<file path="src/rtl/mors_pkg.sv">
// Shared Morse definitions: element codes, digit pattern constants and receiver FSM states.
package mors_pkg;

  localparam logic DOT  = 1'b0;
  localparam logic DASH = 1'b1;

  // Five-element digit patterns, first element in the MSB.
  localparam logic [4:0] PAT_0 = 5'b11111;
  localparam logic [4:0] PAT_1 = 5'b01111;
  localparam logic [4:0] PAT_2 = 5'b00111;
  localparam logic [4:0] PAT_3 = 5'b00011;
  localparam logic [4:0] PAT_4 = 5'b00001;
  localparam logic [4:0] PAT_5 = 5'b00000;
  localparam logic [4:0] PAT_6 = 5'b10000;
  localparam logic [4:0] PAT_7 = 5'b11000;
  localparam logic [4:0] PAT_8 = 5'b11100;
  localparam logic [4:0] PAT_9 = 5'b11110;

  typedef enum logic [1:0] {
    IDLE  = 2'd0,
    MARK  = 2'd1,
    SPACE = 2'd2
  } state_t;

endpackage

</file>
<file path="src/rtl/mors_pat_decode.sv">
// Combinational lookup from a 5-element Morse pattern to a decimal digit.
module mors_pat_decode
  import mors_pkg::*;
(
  input  logic [4:0] pattern,
  output logic [3:0] digit,
  output logic       hit
);

  always_comb begin
    // NOTE: defaults first so every path assigns both outputs and no latch is inferred.
    digit = 4'd0;
    hit   = 1'b1;
    case (pattern)
      PAT_0:   digit = 4'd0;
      PAT_1:   digit = 4'd1;
      PAT_2:   digit = 4'd2;
      PAT_3:   digit = 4'd3;
      PAT_4:   digit = 4'd4;
      PAT_5:   digit = 4'd5;
      PAT_6:   digit = 4'd6;
      PAT_7:   digit = 4'd7;
      PAT_8:   digit = 4'd8;
      PAT_9:   digit = 4'd9;
      default: hit   = 1'b0;
    endcase
  end

endmodule

</file>
<file path="src/rtl/mors_to_num.sv">
// Serial Morse-to-digit receiver: measures mark/space runs, assembles five
// elements and pulses num_valid or err at each character gap.
module mors_to_num
  import mors_pkg::*;
#(
  parameter int DOT_LEN  = 1,
  parameter int DASH_LEN = 3,
  parameter int CHAR_GAP = 2,
  parameter int CNT_W    = 4
) (
  input  logic       clk,
  input  logic       rst,
  input  logic       mors,
  output logic [3:0] num,
  output logic       num_valid,
  output logic       err
);

  state_t           state;
  logic [CNT_W-1:0] run;
  logic [4:0]       pattern;
  logic [2:0]       elem_cnt;
  logic             bad;

  logic [CNT_W-1:0] run_inc;
  logic [2:0]       elem_inc;
  logic [3:0]       dec_digit;
  logic             dec_hit;

  assign run_inc  = (run == '1) ? run : run + CNT_W'(1);
  assign elem_inc = (elem_cnt == 3'd7) ? elem_cnt : elem_cnt + 3'd1;

  mors_pat_decode u_pat_decode (
    .pattern (pattern),
    .digit   (dec_digit),
    .hit     (dec_hit)
  );

  // NOTE: all state uses non-blocking assignments so every register sees pre-edge values.
  always_ff @(posedge clk or posedge rst) begin
    if (rst) begin
      state     <= IDLE;
      run       <= '0;
      pattern   <= '0;
      elem_cnt  <= '0;
      bad       <= 1'b0;
      num       <= '0;
      num_valid <= 1'b0;
      err       <= 1'b0;
    end else begin
      num_valid <= 1'b0;
      err       <= 1'b0;
      case (state)
        IDLE: begin
          if (mors) begin
            state    <= MARK;
            run      <= CNT_W'(1);
            pattern  <= '0;
            elem_cnt <= '0;
            bad      <= 1'b0;
          end
        end

        MARK: begin
          if (mors) begin
            run <= run_inc;
          end else begin
            // Classify the finished mark; an odd length poisons the whole character.
            if (run == CNT_W'(DOT_LEN)) begin
              pattern <= {pattern[3:0], DOT};
            end else if (run == CNT_W'(DASH_LEN)) begin
              pattern <= {pattern[3:0], DASH};
            end else begin
              bad <= 1'b1;
            end
            if (elem_inc > 3'd5) bad <= 1'b1;
            elem_cnt <= elem_inc;
            state    <= SPACE;
            run      <= CNT_W'(1);
          end
        end

        SPACE: begin
          if (mors) begin
            state <= MARK;
            run   <= CNT_W'(1);
          end else if (run_inc == CNT_W'(CHAR_GAP)) begin
            state <= IDLE;
            run   <= '0;
            if (!bad && elem_cnt == 3'd5 && dec_hit) begin
              num       <= dec_digit;
              num_valid <= 1'b1;
            end else begin
              err <= 1'b1;
            end
          end else begin
            run <= run_inc;
          end
        end

        default: state <= IDLE;
      endcase
    end
  end

endmodule

</file>
<file path="config.mk">
export PLATFORM = sky130hd
export DESIGN_NAME = mors_to_num
export DESIGN_NICKNAME = d
export VERILOG_FILES = /design/src/rtl/mors_pkg.sv /design/src/rtl/mors_pat_decode.sv /design/src/rtl/mors_to_num.sv
export SDC_FILE = /design/constraint.sdc
export NUM_CORES = 1
export LEC_CHECK = 0
export CAP_MARGIN = 20
export CORE_MARGIN = 2
export CORE_UTILIZATION = 58
export DETAILED_ROUTE_END_ITERATION = 12
export PLACE_DENSITY = 0.78
export SETUP_SLACK_MARGIN = 0.3
export SKIP_CTS_REPAIR_TIMING = 1
export SLEW_MARGIN = 5
export SYNTH_ARGS = -nofsm -noshare
export SYNTH_HDL_FRONTEND = slang
export SYNTH_SLANG_ARGS = --single-unit
</file>
<file path="constraint.sdc">
create_clock -name clk -period 2.45 [get_ports clk]
set_clock_uncertainty 0.15 [all_clocks]
set_input_delay 0.245 -clock clk [delete_from_list [all_inputs] [get_ports clk]]
set_output_delay 0.245 -clock clk [all_outputs]
set_load 0.05 [all_outputs]
</file>
# After elaboration in Yosys (flattened, before gate mapping)
# Cells that the tools add are included.
# classes
addsub	2
n_lt_le_gt_ge	1
n_eq_ne	23
n_mux	36
bitwise	1
n_reduce_logical	14
# op_table
operator	n
case mux 4 bit (9 select lines)	1
equality test 5 bit, second input constant	5
2-to-1 mux 4 bit	5
2-to-1 mux 5 bit	4
2-to-1 mux 1 bit	14
inequality test 3 bit, second input constant	4
case mux 4 bit (3 select lines)	1
case mux 5 bit (2 select lines)	1
OR reduction 10 bit	1
2-to-1 mux 3 bit	3
equality test 4 x 2 -> 1 bit, second input constant	2
2-to-1 mux 2 bit	4
AND reduction 4 bit	2
equality test 3 bit, second input constant	2
case mux 2 bit (3 select lines)	1
case mux 3 bit (2 select lines)	1
AND reduction 3 bit	2
equality test 5 x 1 -> 1 bit, second input constant	1
equality test 5 x 2 -> 1 bit, second input constant	1
equality test 5 x 3 -> 1 bit, second input constant	1
equality test 5 x 4 -> 1 bit, second input constant	1
logical NOT 5 bit	1
AND reduction 5 bit	1
adder 4 x 1 -> 4 bit, second input constant	1
other kinds (15)	17
# totals
regBits	21
out_inout_bits	6
word_cells	85

# Depth between registers and ports, before layout
# depth
depth_word	8
mapped_depth	7
ltp_nobuf	7

# Hierarchy
# Synthesis repeated with hierarchy kept, for this count alone.
# unflattened
hier_cells	156
area_unflattened_um2	1413.9
# by_module_without_submodules
module	instances	cells_per_inst	area_each_um2
mors_to_num	1	137	1271.2
mors_pat_decode	1	19	142.6

# Worst setup path after synthesis
# No wires, ideal clock.
# synth_timing
path_type	flip-flop to flip-flop
start	reg elem_cnt[1]
end	reg num[0]
setup_time_ns	0.125
t_arrival_ns	1.622
slack_ns	0.553
path_stages_with_launch	8
n_path_buf	0
path_cell_list	dfrtp_1 -> inv_1 -> ha_1 -> nand2_1 -> a211oi_2 -> o211ai_2 -> nor3_4 -> mux2_4
# synth_between
elab_chain_cells	4
# synth_lines
item	line	source
start, declared	mors_to_num.sv:22	logic [2:0] elem_cnt;
start signal, assigned	mors_to_num.sv:77	elem_cnt <= elem_inc;
equality test 3 bit	mors_to_num.sv:90	if (!bad && elem_cnt == 3'd5 && dec_hit) begin
logical AND 1 bit (2 in series)	mors_to_num.sv:90	
AND reduction 4 bit (no line)	n/a	
end signal, assigned	mors_to_num.sv:91	num <= dec_digit;
end, declared	mors_to_num.sv:14	output logic [3:0] num,
# Every way passes these cells.
# A chain may end at the register's enable or synchronous reset.

# Worst setup path in the final report
# layout_timing
start	reg state[0]
end	reg run[3]
# layout_between
elab_chain_cells	3
word_cells_on_any_way	7
# layout_lines
item	line	source
start, declared	mors_to_num.sv:19	state_t state;
start signal, assigned	mors_to_num.sv:42	state <= IDLE;
start signal, assigned	mors_to_num.sv:56	state <= MARK;
start signal, assigned	mors_to_num.sv:78	state <= SPACE;
equality test 2 bit, or another cell as far along	mors_to_num.sv:53	case (state)
nonzero test 3 bit (no line) / inequality test 2 bit (equally long branches)	n/a	
AND reduction 2 bit (no line)	n/a	
end signal, assigned	mors_to_num.sv:66	run <= run_inc;
end signal, assigned	mors_to_num.sv:97	run <= run_inc;
end, declared	mors_to_num.sv:20	logic [CNT_W-1:0] run;
# Several ways; a longest one is shown, not always the timed one.

==> metrics.txt <==
# TYPE chip_impl_metric gauge
chip_impl_metric{name="grt_first_pass_wirelength",unit="um"} 4570
chip_impl_metric{name="design.core.area",unit="sq um"} 2410
chip_impl_metric{name="max_cap_violations",unit=""} 0
chip_impl_metric{name="finalNetCount",unit=""} 183
chip_impl_info{name="cts_tree",value="yes"} 1
chip_impl_metric{name="track_usage",unit=""} 0.220
chip_impl_metric{name="post_synth.cell_area_avg",unit="sq um"} 9.05
chip_impl_metric{name="fmaxAchievable",unit="MHz"} 495
chip_impl_info{name="layout_commonest_cell",value="dfrtp_1"} 1
chip_impl_info{name="status",value="complete, no violations"} 1
chip_impl_metric{name="worst-r2r-setup-slack",unit="ns"} 0.43
chip_impl_metric{name="area_growth_syn_to_layout",unit="%"} 10.5
chip_impl_metric{name="vdd.ir_drop.worst",unit="mV"} 0.749
chip_impl_metric{name="placement.io_buffers",unit=""} 8
chip_impl_metric{name="largest_net_degree_at_the_start_of_global_routing",unit=""} 22
chip_impl_metric{name="cts_made_buffers",unit=""} 3
chip_impl_metric{name="wl_met1",unit="um"} 1310
chip_impl_metric{name="crit_fanout",unit=""} 7
chip_impl_metric{name="ctsHtreeMaxLevel",unit=""} 1
chip_impl_info{name="top_layer_used",value="met4"} 1
chip_impl_metric{name="fp.dieW",unit="um"} 54.0
chip_impl_info{name="netlist_top_cells_area",value="dfrtp_1 36%, ha_1 8.6%, a21oi_1 4.5%"} 1
chip_impl_info{name="hp-class",value="in -> async"} 1
chip_impl_metric{name="yosys_warnings",unit=""} 0
chip_impl_metric{name="hpwlAfterDp",unit="um"} 2090
chip_impl_metric{name="max_slew.worst_pin.slew",unit="ns"} 0.777
chip_impl_metric{name="number_of_inserted_diodes",unit=""} 0
chip_impl_metric{name="clk_latency",unit="ns"} 0.32
chip_impl_metric{name="count_of_distinct_cell_types_in_the_synthesized_netlist",unit=""} 43
chip_impl_metric{name="num_io_pins",unit=""} 9
chip_impl_metric{name="synth_edf_count",unit=""} 0
chip_impl_metric{name="first_iter_violations",unit=""} 24
chip_impl_metric{name="report.final.hold_viol_count",unit=""} 0
chip_impl_metric{name="met3_length",unit="um"} 73
chip_impl_info{name="crit_path_cell_chain",value="inv_1 > ha_1 > or3b_1 > a21oi_2 > a41oi_1 > a21oi_1"} 1
chip_impl_info{name="worst_r2r_endpoint",value="run[3]"} 1
chip_impl_metric{name="drc",unit=""} 0
chip_impl_metric{name="utilization",unit=""} 0.664
chip_impl_metric{name="critPathMaxStageDelay",unit="ns"} 0.45
chip_impl_metric{name="floorplan.rows",unit=""} 18
chip_impl_metric{name="antenna_found_initial",unit=""} 0
chip_impl_metric{name="clock_path_buffers",unit=""} 2
chip_impl_metric{name="floorplan.die.height",unit="um"} 54.0
chip_impl_info{name="worstSetupEndpointType",value="flip-flop"} 1
chip_impl_metric{name="post-synth-top-area-fraction",unit=""} 0.363
chip_impl_info{name="root_buffer",value="clkbuf_4"} 1
chip_impl_metric{name="clock_sink_count",unit=""} 21
chip_impl_metric{name="rr_worst_depth",unit=""} 6
chip_impl_metric{name="number_of_global_route_vias_before_repair",unit=""} 1049
chip_impl_metric{name="setup-violations-final",unit=""} 0
chip_impl_info{name="path_class",value="reg -> reg"} 1
chip_impl_metric{name="vias_per_cell",unit=""} 5.94
chip_impl_metric{name="timing.final.crit_period",unit="ns"} 2.02
chip_impl_metric{name="wl_met2",unit="um"} 1450
chip_impl_metric{name="synth.cell_area",unit="sq um"} 1450
chip_impl_metric{name="synthesis.instances",unit=""} 160
chip_impl_info{name="grt_setup_unrepaired",value="false"} 1
chip_impl_metric{name="wl",unit="um"} 2900
chip_impl_metric{name="ant_nets",unit=""} 0
chip_impl_metric{name="route.vias.total",unit=""} 1182
chip_impl_metric{name="hold_slack",unit="ns"} 0.203
chip_impl_metric{name="mappedNetlistNets",unit=""} 173
chip_impl_info{name="netlist.top_cell.by_area",value="dfrtp_1"} 1
chip_impl_metric{name="fin_tns_setup",unit="ns"} 0
chip_impl_metric{name="p_leak",unit="nW"} 0.680
chip_impl_metric{name="fin_crit_sh",unit=""} 0.825
chip_impl_info{name="crit-reg2reg-launch",value="state[0]"} 1
chip_impl_info{name="start_kind",value="flip-flop"} 1
chip_impl_metric{name="effective_utilization_at_floorplan",unit=""} 0.601
chip_impl_metric{name="timing.max_slew.rel_slack",unit=""} 0.481
chip_impl_metric{name="pwr_density_cell",unit="nW/um^2"} 994
chip_impl_metric{name="grt_overflow_total",unit=""} 0
chip_impl_metric{name="seq_area_frac_synth",unit=""} 0.363
chip_impl_metric{name="synthesis_stage_register_bit_count",unit=""} 21
chip_impl_metric{name="timing.final.max_slew_violations",unit=""} 0
chip_impl_metric{name="fraction_of_final_layout_cells_sized_beyond_drive_strength_1",unit=""} 0.142
chip_impl_metric{name="floorplan.die_area",unit="sq um"} 2910
chip_impl_metric{name="gp_congestion",unit=""} 0.804
chip_impl_metric{name="async_flop_share",unit=""} 1.00
chip_impl_info{name="cell_with_the_largest_stage_delay_on_the_worst_path",value="dfrtp_1"} 1
chip_impl_info{name="mostFrequentLayoutCells",value="18 x dfrtp_1, 17 x nand2_1, 12 x inv_1, 12 x a21oi_1, 10 x ha_1"} 1
chip_impl_metric{name="drt_pass1_iterations",unit=""} 5
chip_impl_metric{name="worst-endpoint-required",unit="ns"} 2.55
chip_impl_metric{name="critical_path_arrival",unit="ns"} 2.12
chip_impl_info{name="critical_path.startpoint",value="state[0]"} 1
chip_impl_info{name="synth_ff_type",value="dfrtp_1"} 1
chip_impl_metric{name="drt-wirelength-per-cell",unit="um"} 14.6
chip_impl_metric{name="clk_transition_reported_paths",unit="ns"} 0.13
==> per-stage QoR <==
stage | total power (W) | cell area (sq um) | worst slack (ns) | std cells
6_report | 0.00159 | 1600 | 0.429 | 199
5_1_grt | 0.00172 | 1600 | 0.299 | 199
4_1_cts | 0.00154 | 1560 | 0.319 | 196
3_5_place_dp | 0.00137 | 1530 | 0.342 | 192
2_1_floorplan | 0.00121 | 1450 | 0.553 | 160
3_3_place_gp | 0.00133 | 1530 | 0.394 | 192
==> how the worst max path moves through the flow <==
| stage | to | slack (ns) | cells after the start |
|---|---|---|---|
| final | run[3] | 0.43 | 6 |
| after global routing | pattern[0] | 0.30 | 7 |
| after CTS | num[3] | 0.32 | 5 |
| after detailed placement | num[1] | 0.34 | 5 |
| after global placement | num[0] | 0.39 | 5 |
| after floorplan | num[0] | 0.55 | 7 |
==> routing by layer <==
metal | global-route usage | vias to the layer above
li1 | - | 588
met1 | 0.279 | 563
met2 | 0.370 | 24
met3 | 0.0250 | 7
met4 | 0.103 | 0
met5 | 0 | -
==> flip-flops by register name (all words and copies together) (netlist names) <==
register / count
bad: 1
pattern: 5
state: 2
run: 4
num_valid: 1
elem_cnt: 3
num: 4
err: 1
==> logic make-up after synthesis <==
group           after synthesis  share of synthesized area
simple gates                 54                      0.201
fa+ha+maj                    10                     0.0864
compound gates               47                      0.219
flops                        21                      0.363
buf+inv                      21                     0.0674
mux                           7                     0.0631
==> cell usage after synthesis (all sizes together), types with 3 or more instances <==
| library cell | instances |
|---|---|
| a21oi | 13 |
| clkbuf | 3 |
| ha | 10 |
| buf | 5 |
| nor3 | 4 |
| dfrtp | 21 |
| nand4 | 3 |
| o21ai | 16 |
| nand2b | 7 |
| mux2 | 5 |
| o221a | 4 |
| nor2b | 5 |
| nor2 | 6 |
| nand2 | 17 |
| inv | 12 |
==> cell type report <==
class | instances | area (sq um)
Clock inverter | 1 | 5.00
Timing Repair Buffer | 13 | 118
Inverter | 13 | 48.8
Sequential cell | 21 | 529
Multi-Input combinational cell | 118 | 838
Fill cell | 204 | 811
Tap cell | 30 | 37.5
Clock buffer | 3 | 22.5
==> critical path: cells and delay by family (launching register included) <==
family	cells	cell delay, ns
AO/OA/AOI/OAI	3	0.54
flip-flops	1	0.45
AND/OR/NAND/NOR	1	0.43
adder cells (fa/ha/maj)	1	0.30
buffers and inverters	1	0.08
==> power breakdown <==
group | switching, W | internal (W)
registers | 0.000138 | 0.000444
logic | 0.000473 | 0.000358
clock network | 0.000117 | 0.0000612
Note: power is estimated with default switching activity, not from simulation.
